===== config.mk =====
export PLATFORM = sky130hd
export DESIGN_NAME = axis_chan_counter
export DESIGN_NICKNAME = d
export VERILOG_FILES = /design/src/rtl/axis_cnt_pkg.sv /design/src/rtl/axis_cnt_cell.sv /design/src/rtl/axis_chan_counter.sv
export SDC_FILE = /design/constraint.sdc
export NUM_CORES = 1
export LEC_CHECK = 0
export CELL_PAD_IN_SITES_DETAIL_PLACEMENT = 0
export CELL_PAD_IN_SITES_GLOBAL_PLACEMENT = 1
export CORE_ASPECT_RATIO = 1.25
export CORE_UTILIZATION = 30
export CTS_BUF_LIST = sky130_fd_sc_hd__clkbuf_16
export CTS_CLUSTER_DIAMETER = 150
export DETAILED_ROUTE_END_ITERATION = 8
export GPL_ROUTABILITY_DRIVEN = 0
export PLACE_DENSITY_LB_ADDON = 0.1
export SLEW_MARGIN = 25
export SYNTH_ARGS = -nofsm -noshare
export SYNTH_HDL_FRONTEND = slang
export SYNTH_SLANG_ARGS = --single-unit

===== constraint.sdc =====
create_clock -name clock -period 3.23 [get_ports clock]
set_clock_uncertainty 0.05 [all_clocks]
set_input_delay 0.323 -clock clock [delete_from_list [all_inputs] [get_ports clock]]
set_output_delay 0.323 -clock clock [all_outputs]
set_load 0.005 [all_outputs]

===== src/rtl/axis_cnt_pkg.sv =====
// Shared types and helpers for the axis_chan_counter traffic monitor.
// The optional stall counters are enabled by defining AXIS_CHAN_COUNTER_STALL_EN.
package axis_cnt_pkg;

    // Widest counter this package can handle; cells zero-extend into it.
    localparam int MAX_W = 32;

    typedef enum logic {
        CNT_WRAP = 1'b0,
        CNT_SAT  = 1'b1
    } cnt_mode_e;

    // Result of one counter increment attempt.
    typedef struct packed {
        logic [MAX_W-1:0] value;
        logic             ovf;
    } inc_res_t;

    // Per-channel record, fields zero-extended to MAX_W.
    typedef struct packed {
        logic [MAX_W-1:0] beats;
        logic [MAX_W-1:0] frames;
        logic [MAX_W-1:0] stalls;
        logic             ovf;
        logic             open;
    } chan_rec_t;

    // All-ones pattern in the low 'width' bits.
    function automatic logic [MAX_W-1:0] ones_mask(input int width);
        logic [MAX_W-1:0] m;
        for (int i = 0; i < MAX_W; i++) begin
            m[i] = (i < width);
        end
        return m;
    endfunction

    // Increment a 'width'-bit counter, wrapping or saturating at all-ones.
    function automatic inc_res_t sat_inc(input logic [MAX_W-1:0] value,
                                         input int               width,
                                         input cnt_mode_e        mode);
        inc_res_t         r;
        logic [MAX_W-1:0] top;
        top     = ones_mask(width);
        r.value = value + MAX_W'(1);
        r.ovf   = 1'b0;
        if (value == top) begin
            r.ovf   = 1'b1;
            r.value = (mode == CNT_SAT) ? top : '0;
        end
        return r;
    endfunction

endpackage


===== src/rtl/axis_cnt_cell.sv =====
// One channel of axis_chan_counter: beat, frame and (with
// AXIS_CHAN_COUNTER_STALL_EN) stall counters, a sticky overflow flag and
// the open-frame bit. Exposes its next-state record so the parent can
// snapshot values that include the current cycle's update.
module axis_cnt_cell
    import axis_cnt_pkg::*;
#(
    parameter int        CNT_W = 10,
    parameter int        FRM_W = 8,
    parameter cnt_mode_e MODE  = CNT_WRAP
) (
    input  logic      clock,
    input  logic      rst,
    input  logic      clear,
    input  logic      beat_ev,
    input  logic      last,
`ifdef AXIS_CHAN_COUNTER_STALL_EN
    input  logic      stall_ev,
`endif
    output chan_rec_t next_rec
);

    logic [CNT_W-1:0] beats_q, beats_d;
    logic [FRM_W-1:0] frames_q, frames_d;
    logic             ovf_q, ovf_d;
    logic             open_q, open_d;
    inc_res_t         beat_inc, frame_inc;
`ifdef AXIS_CHAN_COUNTER_STALL_EN
    logic [CNT_W-1:0] stalls_q, stalls_d;
    inc_res_t         stall_inc;
`endif
    logic             unused_inc_hi;

    // Candidate incremented values for each counter.
    always_comb begin
        beat_inc  = sat_inc(MAX_W'(beats_q), CNT_W, MODE);
        frame_inc = sat_inc(MAX_W'(frames_q), FRM_W, MODE);
`ifdef AXIS_CHAN_COUNTER_STALL_EN
        stall_inc = sat_inc(MAX_W'(stalls_q), CNT_W, MODE);
`endif
    end

`ifdef AXIS_CHAN_COUNTER_STALL_EN
    assign unused_inc_hi = ^{beat_inc.value >> CNT_W, frame_inc.value >> FRM_W,
                             stall_inc.value >> CNT_W};
`else
    assign unused_inc_hi = ^{beat_inc.value >> CNT_W, frame_inc.value >> FRM_W};
`endif

    // Next-state: clear wins over any same-cycle event; open bit only moves on beats.
    always_comb begin
        // NOTE: every variable gets its hold value first, so no path leaves it unassigned (no latch).
        beats_d  = beats_q;
        frames_d = frames_q;
        ovf_d    = ovf_q;
        open_d   = open_q;
`ifdef AXIS_CHAN_COUNTER_STALL_EN
        stalls_d = stalls_q;
`endif
        if (clear) begin
            beats_d  = '0;
            frames_d = '0;
            ovf_d    = 1'b0;
`ifdef AXIS_CHAN_COUNTER_STALL_EN
            stalls_d = '0;
`endif
        end else begin
            if (beat_ev) begin
                beats_d = beat_inc.value[CNT_W-1:0];
                ovf_d   = ovf_d | beat_inc.ovf;
                open_d  = ~last;
                if (last) begin
                    frames_d = frame_inc.value[FRM_W-1:0];
                    ovf_d    = ovf_d | frame_inc.ovf;
                end
            end
`ifdef AXIS_CHAN_COUNTER_STALL_EN
            if (stall_ev) begin
                stalls_d = stall_inc.value[CNT_W-1:0];
                ovf_d    = ovf_d | stall_inc.ovf;
            end
`endif
        end
    end

    // Channel state registers.
    always_ff @(posedge clock or posedge rst) begin
        if (rst) begin
            beats_q  <= '0;
            frames_q <= '0;
            ovf_q    <= 1'b0;
            open_q   <= 1'b0;
`ifdef AXIS_CHAN_COUNTER_STALL_EN
            stalls_q <= '0;
`endif
        end else begin
            // NOTE: non-blocking assignments so all flops sample pre-edge values together.
            beats_q  <= beats_d;
            frames_q <= frames_d;
            ovf_q    <= ovf_d;
            open_q   <= open_d;
`ifdef AXIS_CHAN_COUNTER_STALL_EN
            stalls_q <= stalls_d;
`endif
        end
    end

    // Publish the post-update values, zero-extended into the shared record.
    always_comb begin
        next_rec        = '0;
        next_rec.beats  = MAX_W'(beats_d);
        next_rec.frames = MAX_W'(frames_d);
        next_rec.ovf    = ovf_d;
        next_rec.open   = open_d;
`ifdef AXIS_CHAN_COUNTER_STALL_EN
        next_rec.stalls = MAX_W'(stalls_d);
`endif
    end

endmodule


===== src/rtl/axis_chan_counter.sv =====
// Passive per-channel AXI-stream beat/frame counter with a registered
// snapshot read port. Never drives tready. Optional stall counters are
// enabled by defining AXIS_CHAN_COUNTER_STALL_EN (adds port snap_stalls).
module axis_chan_counter
    import axis_cnt_pkg::*;
#(
    parameter int NCH      = 4,
    parameter int CNT_W    = 10,
    parameter int FRM_W    = 8,
    parameter int SAT_MODE = 0,
    parameter int DEST_W   = (NCH > 1) ? $clog2(NCH) : 1
) (
    input  logic              clock,
    input  logic              rst,
    input  logic              enable,
    input  logic              clear,
    input  logic              axis_tvalid,
    input  logic              axis_tready,
    input  logic              axis_tlast,
    input  logic [DEST_W-1:0] axis_tdest,
    input  logic              snap_req,
    input  logic [DEST_W-1:0] snap_ch,
    output logic              snap_valid,
    output logic [CNT_W-1:0]  snap_beats,
    output logic [FRM_W-1:0]  snap_frames,
    output logic              snap_ovf,
`ifdef AXIS_CHAN_COUNTER_STALL_EN
    output logic [CNT_W-1:0]  snap_stalls,
`endif
    output logic              busy
);

    localparam cnt_mode_e MODE  = (SAT_MODE != 0) ? CNT_SAT : CNT_WRAP;
    // Full decode range of tdest; slots at NCH and above stay empty.
    localparam int        NSLOT = 1 << DEST_W;

    logic      tdest_ok;
    logic      snap_ok;
    logic      beat_any;
    logic      stall_any;
    chan_rec_t rec_next [NSLOT];
    chan_rec_t sel_rec;
    logic      unused_sel_hi;

    logic             snap_valid_q, snap_valid_d;
    logic [CNT_W-1:0] snap_beats_q, snap_beats_d;
    logic [FRM_W-1:0] snap_frames_q, snap_frames_d;
    logic             snap_ovf_q, snap_ovf_d;
    logic             busy_q, busy_d;
`ifdef AXIS_CHAN_COUNTER_STALL_EN
    logic [CNT_W-1:0] snap_stalls_q, snap_stalls_d;
`endif

    // Event decode shared by all channels.
    always_comb begin
        tdest_ok  = 32'(axis_tdest) < 32'(NCH);
        snap_ok   = 32'(snap_ch) < 32'(NCH);
        beat_any  = axis_tvalid & axis_tready & enable & tdest_ok;
        stall_any = axis_tvalid & ~axis_tready & enable & tdest_ok;
    end

    for (genvar g = 0; g < NSLOT; g++) begin : g_chan
        if (g < NCH) begin : g_cell
            axis_cnt_cell #(
                .CNT_W (CNT_W),
                .FRM_W (FRM_W),
                .MODE  (MODE)
            ) u_cell (
                .clock    (clock),
                .rst      (rst),
                .clear    (clear),
                .beat_ev  (beat_any & (axis_tdest == DEST_W'(g))),
                .last     (axis_tlast),
`ifdef AXIS_CHAN_COUNTER_STALL_EN
                .stall_ev (stall_any & (axis_tdest == DEST_W'(g))),
`endif
                .next_rec (rec_next[g])
            );
        end else begin : g_empty
            assign rec_next[g] = '0;
        end
    end

`ifndef AXIS_CHAN_COUNTER_STALL_EN
    logic unused_stall_any;
    assign unused_stall_any = stall_any;
`endif

    // Snapshot mux reads next-state values so a same-cycle beat or clear is reflected.
    always_comb begin
        sel_rec       = rec_next[snap_ch];
        snap_valid_d  = snap_req;
        snap_beats_d  = snap_beats_q;
        snap_frames_d = snap_frames_q;
        snap_ovf_d    = snap_ovf_q;
`ifdef AXIS_CHAN_COUNTER_STALL_EN
        snap_stalls_d = snap_stalls_q;
`endif
        if (snap_req) begin
            snap_beats_d  = snap_ok ? sel_rec.beats[CNT_W-1:0]  : '0;
            snap_frames_d = snap_ok ? sel_rec.frames[FRM_W-1:0] : '0;
            snap_ovf_d    = snap_ok ? sel_rec.ovf               : 1'b0;
`ifdef AXIS_CHAN_COUNTER_STALL_EN
            snap_stalls_d = snap_ok ? sel_rec.stalls[CNT_W-1:0] : '0;
`endif
        end
    end

`ifdef AXIS_CHAN_COUNTER_STALL_EN
    assign unused_sel_hi = ^{sel_rec.beats >> CNT_W, sel_rec.frames >> FRM_W,
                             sel_rec.stalls >> CNT_W, sel_rec.open};
`else
    assign unused_sel_hi = ^{sel_rec.beats >> CNT_W, sel_rec.frames >> FRM_W,
                             sel_rec.stalls, sel_rec.open};
`endif

    // busy tracks the open-frame bits as they will be after this edge.
    always_comb begin
        busy_d = 1'b0;
        for (int i = 0; i < NSLOT; i++) begin
            busy_d = busy_d | rec_next[i].open;
        end
    end

    // Snapshot and busy output registers.
    always_ff @(posedge clock or posedge rst) begin
        if (rst) begin
            snap_valid_q  <= 1'b0;
            snap_beats_q  <= '0;
            snap_frames_q <= '0;
            snap_ovf_q    <= 1'b0;
            busy_q        <= 1'b0;
`ifdef AXIS_CHAN_COUNTER_STALL_EN
            snap_stalls_q <= '0;
`endif
        end else begin
            snap_valid_q  <= snap_valid_d;
            snap_beats_q  <= snap_beats_d;
            snap_frames_q <= snap_frames_d;
            snap_ovf_q    <= snap_ovf_d;
            busy_q        <= busy_d;
`ifdef AXIS_CHAN_COUNTER_STALL_EN
            snap_stalls_q <= snap_stalls_d;
`endif
        end
    end

    assign snap_valid  = snap_valid_q;
    assign snap_beats  = snap_beats_q;
    assign snap_frames = snap_frames_q;
    assign snap_ovf    = snap_ovf_q;
    assign busy        = busy_q;
`ifdef AXIS_CHAN_COUNTER_STALL_EN
    assign snap_stalls = snap_stalls_q;
`endif

endmodule


* Word level (Yosys, flattened, before mapping) *
Index checks and enable logic that the tools add are counted.

cells by class
  add/sub/neg operators = 8
  multipliers = 0
  divide/modulo/power cells = 0
  order comparisons = 1
  equality and inequality tests = 11
  shift operators = 0
  muxes and demuxes = 51
  bitwise logic cells = 19
  reduce and logical (&&, ||, !) cells = 1

operators by type and width
  cell                                                       number
  binary-select mux 98 bit (select 2 bit)                    1
  two-way mux 76 bit                                         2
  two-way mux 8 bit                                          12
  two-way mux 10 bit                                         8
  two-way mux 11 bit                                         4
  adder 10 x 1 -> 10 bit (second input constant)             4
  equality test 10 bit (second input constant)               4
  two-way mux 9 bit                                          4
  adder 8 x 1 -> 8 bit (second input constant)               4
  equality test 8 bit (second input constant)                4
  two-way mux 1 bit                                          20
  OR 1 bit                                                   11
  AND 1 bit                                                  6
  equality test 2 bit (second input constant)                2
  greater-or-equal comparator 3 bit (second input constant)  1
  inverter 2 -> 3 bit                                        1
  equality test 2 x 1 -> 1 bit (second input constant)       1
  zero test 2 bit                                            1
  inverter 1 bit                                             1

word-level totals
  bits in registers = 101
  latch bits = 0
  bits in writable memories = 0
  memory bits (read-only) = 0
  input bits = 12
  output and inout port bits = 21
  word-level logic and storage cells = 112
  memories kept = 0

* Depth between registers and ports, before layout *
Gate-level depths: netlist (run 1).

  depth in word-level cells = 10
  gate-level depth with buffers = 8
  mapped depth without buffers = 7

* Modules after synthesis *
A second synthesis (run 1) with hierarchy kept.

second synthesis, totals
  cell total of the unflattened synthesis = 857
  area total of the unflattened synthesis = 7,943.9 um2

modules (own cells, without submodules)
  module             times used  cells each  area an instance (um2)  sequential area each (um2)
  axis_cnt_cell      4           185         1,630.3                 500.5
  axis_chan_counter  1           117         1,422.6                 525.5

* Least setup slack after synthesis (run 1) *
No wires, ideal clock.

  kind = reg-to-reg
  start point = reg g_chan[0].g_cell.u_cell.beats_q[0]
  end point = reg snap_beats_q[8], in the netlist snap_beats[8]
  setup time = 0.126 ns
  data arrival time = 1.671 ns
  data required time = 3.054 ns
  slack = 1.383 ns
  cell stages (with the launch flop) = 8
  buffers on the path = 0
  period minus slack after synthesis = 1.847 ns
  path through = dfrtp_1 > ha_1 > nand2_1 > nor4_2 > nand3_1 > xor2_1 > mux2i_1 > a221o_1

on the way
  cells in the longest elaborated chain, start to end = 7
  elaborated cells on any way between the ends = 8
  those cells by class = add/sub: 1; eq/ne: 1; mux: 6

RTL lines
  item                                                                   line                                    source
  from (decl)                                                            axis_cnt_cell.sv:23                     logic [CNT_W-1:0] beats_q, beats_d;
  from (signal assigned)                                                 axis_cnt_cell.sv:98                     beats_q <= beats_d;
  adder 10 x 1 -> 10 bit / equality test 10 bit (equally long branches)  axis_cnt_pkg.sv:44, axis_cnt_pkg.sv:46
  two-way mux 11 bit *                                                   axis_cnt_pkg.sv:46                      if (value == top) begin
  two-way mux 10 bit *                                                   axis_cnt_cell.sv:68                     if (beat_ev) begin
  two-way mux 10 bit *                                                   axis_cnt_cell.sv:60                     if (clear) begin
  binary-select mux 98 bit (select 2 bit) *                              axis_chan_counter.sv:91                 sel_rec = rec_next[snap_ch];
  two-way mux 76 bit (implied by the code) * (2 in series)               axis_chan_counter.sv:91
  to (signal assigned)                                                   axis_chan_counter.sv:138                snap_beats_q <= snap_beats_d;
  to (decl)                                                              axis_chan_counter.sv:46                 logic [CNT_W-1:0] snap_beats_q, snap_beats_d;

Mark *: on every way between the ends. The rest lies on a longest branch, timed or not. The select of a mux whose other input is x is not followed.
A chain may end at the register's enable or synchronous reset.

* Final worst setup path (run 1) *
  start point = in axis_tvalid
  end point = reg snap_beats_q[9], in the netlist snap_beats[9]

on the way
  cells in the longest elaborated chain, start to end = 8
  elaborated cells on any way between the ends = 17
  those cells by class = mux: 11; bitwise: 6

RTL lines
  item                                                    line                     source
  from (decl)                                             axis_chan_counter.sv:17  input logic axis_tvalid,
  AND 1 bit (2 in series)                                 axis_chan_counter.sv:58  beat_any = axis_tvalid & axis_tready & enable & tdest_ok;
  AND 1 bit                                               axis_chan_counter.sv:72  .beat_ev (beat_any & (axis_tdest == DEST_W'(g))),
  two-way mux 10 bit                                      axis_cnt_cell.sv:68
  two-way mux 10 bit                                      axis_cnt_cell.sv:60
  net g_chan[0].g_cell.u_cell.beats_d[9]                  axis_cnt_cell.sv:23
  binary-select mux 98 bit (select 2 bit)                 axis_chan_counter.sv:91
  two-way mux 76 bit (implied by the code) (2 in series)  axis_chan_counter.sv:91

The timed path passes the listed nets, and every way through them passes these cells. The select of a mux whose other input is x is not followed.

==> impl_results.md, run 1 <==
- Max cap viols: 0
- Status: complete, but fails checks
- Area grow syn2layout: 15.56%
- Diode count: 0
- CTS Hold Bufs: 0
- CTS HTree Levels: 3
- Synth cell types: 75
- Critical path launch point type: input pin
- Hpwl dp: 13940 um
- Io pins: 33
- Slew @ Worst Pin: 0.7369 ns
- Fmax: 391.0 MHz
- Worst endpoint required time: 3.42 ns
- Die ar.: 19530 um^2
- Worst Setup End Kind: flop
- Die W: 125.2 um
- Yosys reg bits: 101
- Static Leak: 2.642 nW
- Post-CTS sizing: 0
- Total CTS buffers: 9
- Minimum clock period: 2.558 ns
- Total gr overflow: 0
- Final setup vio count: 0
- Most used flip-flop cell after synthesis: dfrtp_1
- Vias in the first global route: 4856
- Top cells by count, synth: 101 x dfrtp_1, 81 x nor2_1, 44 x nand2_1, 37 x nand3_1, 24 x a21oi_1
- Maximum fanout along the worst path: 9
- Port bufs: 32
- Starting Density: 30.98%
- Finished Layout Cells: 870
- Vias per Instance: 5.469
- FFs w/ async S/R, synth: 100.0%
- Setup TNS: 0 ns
- Failing checks: DRC
- Biggest area consumer among synthesized cells: dfrtp_1
- Sinks on Clock Net: 101
- Post-Syn Instances: 606
- Via count: 4758
- Drt drc: 4
- Dpl cells: 854
- Nets@finish: 657
- Worst EP arrival: 2.75 ns
- Die H: 156.0 um
- CTS Buffer Depth: 2
- Iteration-0 DRC Markers: 290
- Final period util: 79.19%
- Most frequent cell after synthesis: dfrtp_1
- Mapped Area: 5693 um^2
- Syn nets: 626
- Detailed Routing Iterations Pass 1: 7
- Setup bufs post-CTS: 0
- CP Class: in -> reg
- Core ar.: 18370 um^2
- Top post-synthesis cells by area: dfrtp_1 44%, nor2_1 5.3%, xnor2_1 3.5%
- Sequential element share of the synthesized area: 44.40%
- Final Util: 35.81%
- WL/cell: 21.56 um
- CTS tree: yes
- Core Rows: 55
- Post-Route WL: 18760 um
- Root buffer cell: clkbuf_16
- Final ANT Viol Nets: 0
- Layout cells sized above 1: 9.813%
- Worst hold path type: in -> async
- Number of flops mapped to enable cells by yosys: 0
- Final hold viol count: 0
- Slew Limit Headroom: 50.88%
- Clk_lat worst skew: 0.35 ns
- Total GRT Usage: 20.08%
- RSZ-0062 raised after global routing: no
- VDD IR max: 214.7 uV
- CTS clk-pin slew, worst paths: 0.07 ns
- Pin count of the biggest net entering global routing: 62
- WHS: 0.3734 ns
- Pwr per Cell Area: 410.8 nW/um^2
- First-pass GRT wire length: 29260 um
- Yosys top cell area share: 44.40%
- Antenna violations before repair: 0
- Final slew viol count: 0
- Synth warn: 0
- Synth Area per Inst: 9.394 um^2
worst max-delay path, cell delays in order:
cell and delay (ns):
clkdlybuf4s50_1 0.59, and4b_1 0.56, nand2_2 0.25, nor4_4 0.60
nor3_2 0.12, o22ai_1 0.22, nor3_1 0.08
metrics by stage:
stage | power, mW | instance area [um^2] | worst slack, ns
floorplan | 1.494 | 5693 | 0.2099
global placement | 1.649 | 6296 | 0.2256
detailed placement | 1.649 | 6296 | 0.1990
CTS | 2.742 | 6579 | 0.5842
global route | 2.814 | 6579 | 0.5160
finish | 2.702 | 6579 | 0.6722
state kept, by name, summed over array words and instances, names as in the netlist, 4 cells and up:
name                           cells
snap_frames                        8
snap_beats                        10
g_chan.g_cell.u_cell.ovf_q         4
g_chan.g_cell.u_cell.open_q        4
g_chan.g_cell.u_cell.beats_q      40
g_chan.g_cell.u_cell.frames_q     32
area by class of cell:
cell class                      count  area, um^2
Multi-Input combinational cell    467        2989
Inverter                            9       36.28
Tap cell                          228       285.3
Clock inverter                      7       57.56
Fill cell                        1856       11800
Timing Repair Buffer               49       457.9
Sequential cell                   101        2527
Clock buffer                        9       225.2
layer usage:
metal  up-vias  track usage (%)  wire length (um)
li1       2281                -                 -
met4         0            7.085               380
met2       104            34.48              9117
met3        23            2.572               639
met5         -                0                 0
met1      2350            25.95              8622
cell families (layout without fill, tap and decap cells):
family | Yosys count | in the layout | synth area share, %
AO/OA/AOI/OAI | 117 | 117 | 14.77
buffers and inverters | 38 | 74 | 3.099
XOR/XNOR | 42 | 42 | 6.461
flip-flops | 101 | 101 | 44.40
AND/OR/NAND/NOR | 294 | 294 | 28.44
adder cells (fa/ha/maj) | 8 | 8 | 1.758
multiplexers | 6 | 6 | 1.077
report_power, final:
part / internal [mW] / switching, mW / leakage, nW
Sequential: 1.30 / 0.0280 / 1.38
Clock: 0.590 / 0.492 / 0.139
Combinational: 0.115 / 0.175 / 1.13
layout by cell type (no fill, tap or decap), drive strengths merged, types with 3 or more instances in the layout:
master / Yosys / routed
a211oi: 7 / 7
a21o: 4 / 4
a21oi: 26 / 26
a221oi: 3 / 3
a2bb2oi: 5 / 5
a31oi: 4 / 4
and2: 6 / 6
and3: 11 / 11
and4: 4 / 4
buf: 14 / 18
clkbuf: 15 / 9
clkdlybuf4s50: 0 / 31
clkinv: 1 / 5
dfrtp: 101 / 101
ha: 8 / 8
inv: 8 / 9
mux2i: 5 / 5
nand2: 47 / 47
nand2b: 9 / 9
nand3: 38 / 38
nand4: 19 / 19
nor2: 82 / 82
nor2b: 7 / 7
nor3: 29 / 29
nor4: 20 / 20
o21ai: 16 / 16
o221a: 3 / 3
o22ai: 10 / 10
o31ai: 8 / 8
o32ai: 3 / 3
or2: 4 / 4
or3: 7 / 7
or4: 3 / 3
xnor2: 23 / 23
xor2: 19 / 19
worst paths after layout:
check,cells past startpoint,slack [ns],endpoint,from
max,7,0.67,snap_beats[9],axis_tvalid
min,2,0.37,g_chan[0].g_cell.u_cell.frames_q[5],rst
max reg2reg,7,0.95,snap_beats[8],g_chan[0].g_cell.u_cell.beats_q[0]
min reg2reg,2,0.45,g_chan[0].g_cell.u_cell.open_q,g_chan[0].g_cell.u_cell.open_q
max in group asynchronous,3,2.01,snap_beats[8],rst
min in group clock,2,0.45,g_chan[0].g_cell.u_cell.open_q,g_chan[0].g_cell.u_cell.open_q
Power figures use the tool's default switching activity.
==> run 2: changes to the inputs <==
==> constraint.sdc (replaced) <==
create_clock -name clock -period 2.2 [get_ports clock]
set_clock_uncertainty 0.05 [all_clocks]
set_input_delay 0.22 -clock clock [delete_from_list [all_inputs] [get_ports clock]]
set_output_delay 0.22 -clock clock [all_outputs]
set_load 0.005 [all_outputs]
==> run 2 against run 1 <==
  * The flow now finishes without violations
  * First-iteration DRC count grew 7.9%
  * Clock-buffer cell count unchanged
  * Combinational power grew 74%
  * Flip-flop and latch count did not move
  * Via count is 8.3% higher
  * Setup slack worse by 0.55 ns
  * Critical endpoint is now snap_frames[3]
==> impl_results.md, run 2 (synthesis results as in run 1) <==
- Worst Setup End Kind: flop
- Finished Layout Cells: 975 (+12%)
- Via count: 5153 (+8.3%)
- Worst hold path type: in -> reg
- Root buffer cell: clkbuf_16
- Status: finished, final reports clean
- Clk_lat worst skew: 0.36 ns (about the same)
- Total GRT Usage: 21.01% (+0.92 points)
- Slew Limit Headroom: 56.83% (+6.0 points)
- Max stage delay on crit path: 0.51 ns (-0.09 ns)
- Port bufs: 32 (unchanged)
- Final hold viol count: 0 (unchanged)
- Commonest non-fill, non-tap cell in the layout: buf_4
- Io pins: 33 (unchanged)
- Detailed Routing Iterations Pass 1: 4 (-3)
- Minimum clock period: 2.077 ns
- DP Worst Slack: -0.2767 ns (-0.4757 ns)
- Design Power: 4.299 mW (+59%)
- Most flops, register: g_chan.g_cell.u_cell.beats_q
- Post-Route WL: 19500 um (+4.0%)
- WHS: 0.2052 ns (-0.1682 ns)
- Sinks on Clock Net: 101 (unchanged)
- CTS Buffer Depth: 2 (unchanged)
- RSZ-0062 raised after global routing: no
- Final Util: 41.12% (+5.3 points)
- Vias per Instance: 5.285 (-3.4%)
- Dpl cells: 959 (+12%)
- Maximum fanout along the worst path: 7 (-2)
- Vias in the first global route: 5212 (+7.3%)
- Area grow syn2layout: 32.70%
- CTS clk-pin slew, worst paths: 0.07 ns (about the same)
- CTS tree: yes
- Pwr per Cell Area: 569.0 nW/um^2 (+39%)
- CTS HTree Levels: 3 (unchanged)
- Worst endpoint required time: 2.42 ns (-1.00 ns)
- Drt drc: 0 (-4)
- Antenna violations before repair: 0 (unchanged)
- Pin count of the biggest net entering global routing: 36 (-42%)
- FILL cells: 1812 (-2.4%)
- CP Class: in -> reg
- Final period util: 94.41%
- Core ar.: 18370 um^2 (unchanged)
- Crit path max-delay cell type: clkdlybuf4s50_1
- Final ANT Viol Nets: 0 (unchanged)
- Max cap viols: 0 (unchanged)
- Worst EP arrival: 2.30 ns (-0.45 ns)
- VDD IR max: 402.3 uV (+87%)
- Most frequent cells in the layout: 113 x buf_4, 101 x dfrtp_1, 81 x nor2_1
- Total gr overflow: 0 (unchanged)
- Die ar.: 19530 um^2 (unchanged)
- Diode count: 0 (unchanged)
- Critical path launch point type: input pin
- Core Rows: 55 (unchanged)
- Starting Density: 30.98% (unchanged)
- Iteration-0 DRC Markers: 313 (+7.9%)
- Fmax: 481.4 MHz
- Static Leak: 3.201 nW (+21%)
- Final WS setup: 0.1229 ns (-0.5493 ns)
- First-pass GRT wire length: 30990 um (+5.9%)
- Die W: 125.2 um (unchanged)
- Final slew viol count: 0 (unchanged)
- Nets@finish: 762 (+16%)
- Max FFs per register: 40 (unchanged)
- Die H: 156.0 um (unchanged)
- CP cell instances: clkdlybuf4s50_1, buf_4, and4_4, buf_12, nand2_1, or3_1, a31oi_1, o22ai_1, a211oi_2
- Slew @ Worst Pin: 0.6461 ns (-0.09071 ns)
- CTS Hold Bufs: 0 (unchanged)
- WL/cell: 20.00 um (-7.2%)
- Layout cells sized above 1: 23.16% (+13 points)
- Hpwl dp: 14810 um (+6.2%)
- Final setup vio count: 0 (unchanged)
- Total CTS buffers: 9 (unchanged)
[run 2: cell count changes in the layout (fill, tap and decap cells not counted)]
cell | previous run | this run
ha_2 | 0 | 1
bufinv_16 | 1 | 3
nor4_1 | 11 | 8
nor3_1 | 23 | 22
nor4_2 | 6 | 9
clkinv_2 | 1 | 0
buf_12 | 1 | 10
o21ai_0 | 12 | 11
buf_4 | 17 | 113
nor3_2 | 6 | 7
o21ai_1 | 4 | 5
inv_4 | 1 | 0
ha_1 | 8 | 7
[run 2: timing repair]
action                                  CTS  global route
endpoints found under the setup margin    0             4
setup buffers                             0             0
gates resized for setup                   0             6
[run 2: worst max-delay path: cells and delay by family]
kind                   cells  cell delay [ns]
AOI/OAI and AO/OA          3             0.58
buffers and inverters      3             0.80
and+or+nand+nor            3             0.70
[run 2: per-stage QoR]
| step | setup TNS [ns] | instance area [um^2] |
|---|---|---|
| 2_1_floorplan | 0 | 5697 |
| 3_5_place_dp | -3.599 | 7198 |
| 5_1_grt | 0 | 7555 |
| 3_3_place_gp | -3.260 | 7198 |
| 6_report | 0 | 7555 |
| 4_1_cts | 0 | 7528 |
[run 2: report_power, final]
| group | internal, mW | leakage [nW] | switching, mW |
|---|---|---|---|
| clock | 1.10 | 0.163 | 0.745 |
| sequential | 1.91 | 1.38 | 0.0374 |
| combinational | 0.233 | 1.66 | 0.272 |
[run 2: path summary, 6_finish.rpt]
kind	start	end	slack, ns	cells past startpoint
worst min-delay path	clear	g_chan[1].g_cell.u_cell.ovf_q	0.21	2
max in group asynchronous	rst	g_chan[2].g_cell.u_cell.beats_q[2]	1.24	3
worst max register to register	g_chan[2].g_cell.u_cell.beats_q[0]	snap_beats[5]	0.13	8
min in group asynchronous	rst	g_chan[1].g_cell.u_cell.frames_q[2]	0.26	2
worst max-delay path	axis_tvalid	snap_frames[3]	0.12	9
worst min register to register	g_chan[1].g_cell.u_cell.open_q	g_chan[1].g_cell.u_cell.open_q	0.44	2
[run 2: cell type report]
class	count	area, um^2	area share, %
clock inverter	7	105.1	1.391
timing repair buffer	154	1359	17.99
multi-input combinational	467	3015	39.91
sequential	101	2527	33.45
clock buffer	9	225.2	2.981
tap	228	285.3	3.776
inverter	9	37.54	0.4969
[run 2: per-layer routing]
metal	track usage, %	part of all wire, %	vias to the layer above
met5	0	0	-
met4	6.388	1.5	0
met3	1.955	2.8	18
met2	35.12	49	90
met1	28.75	47	2546
li1	-	-	2499
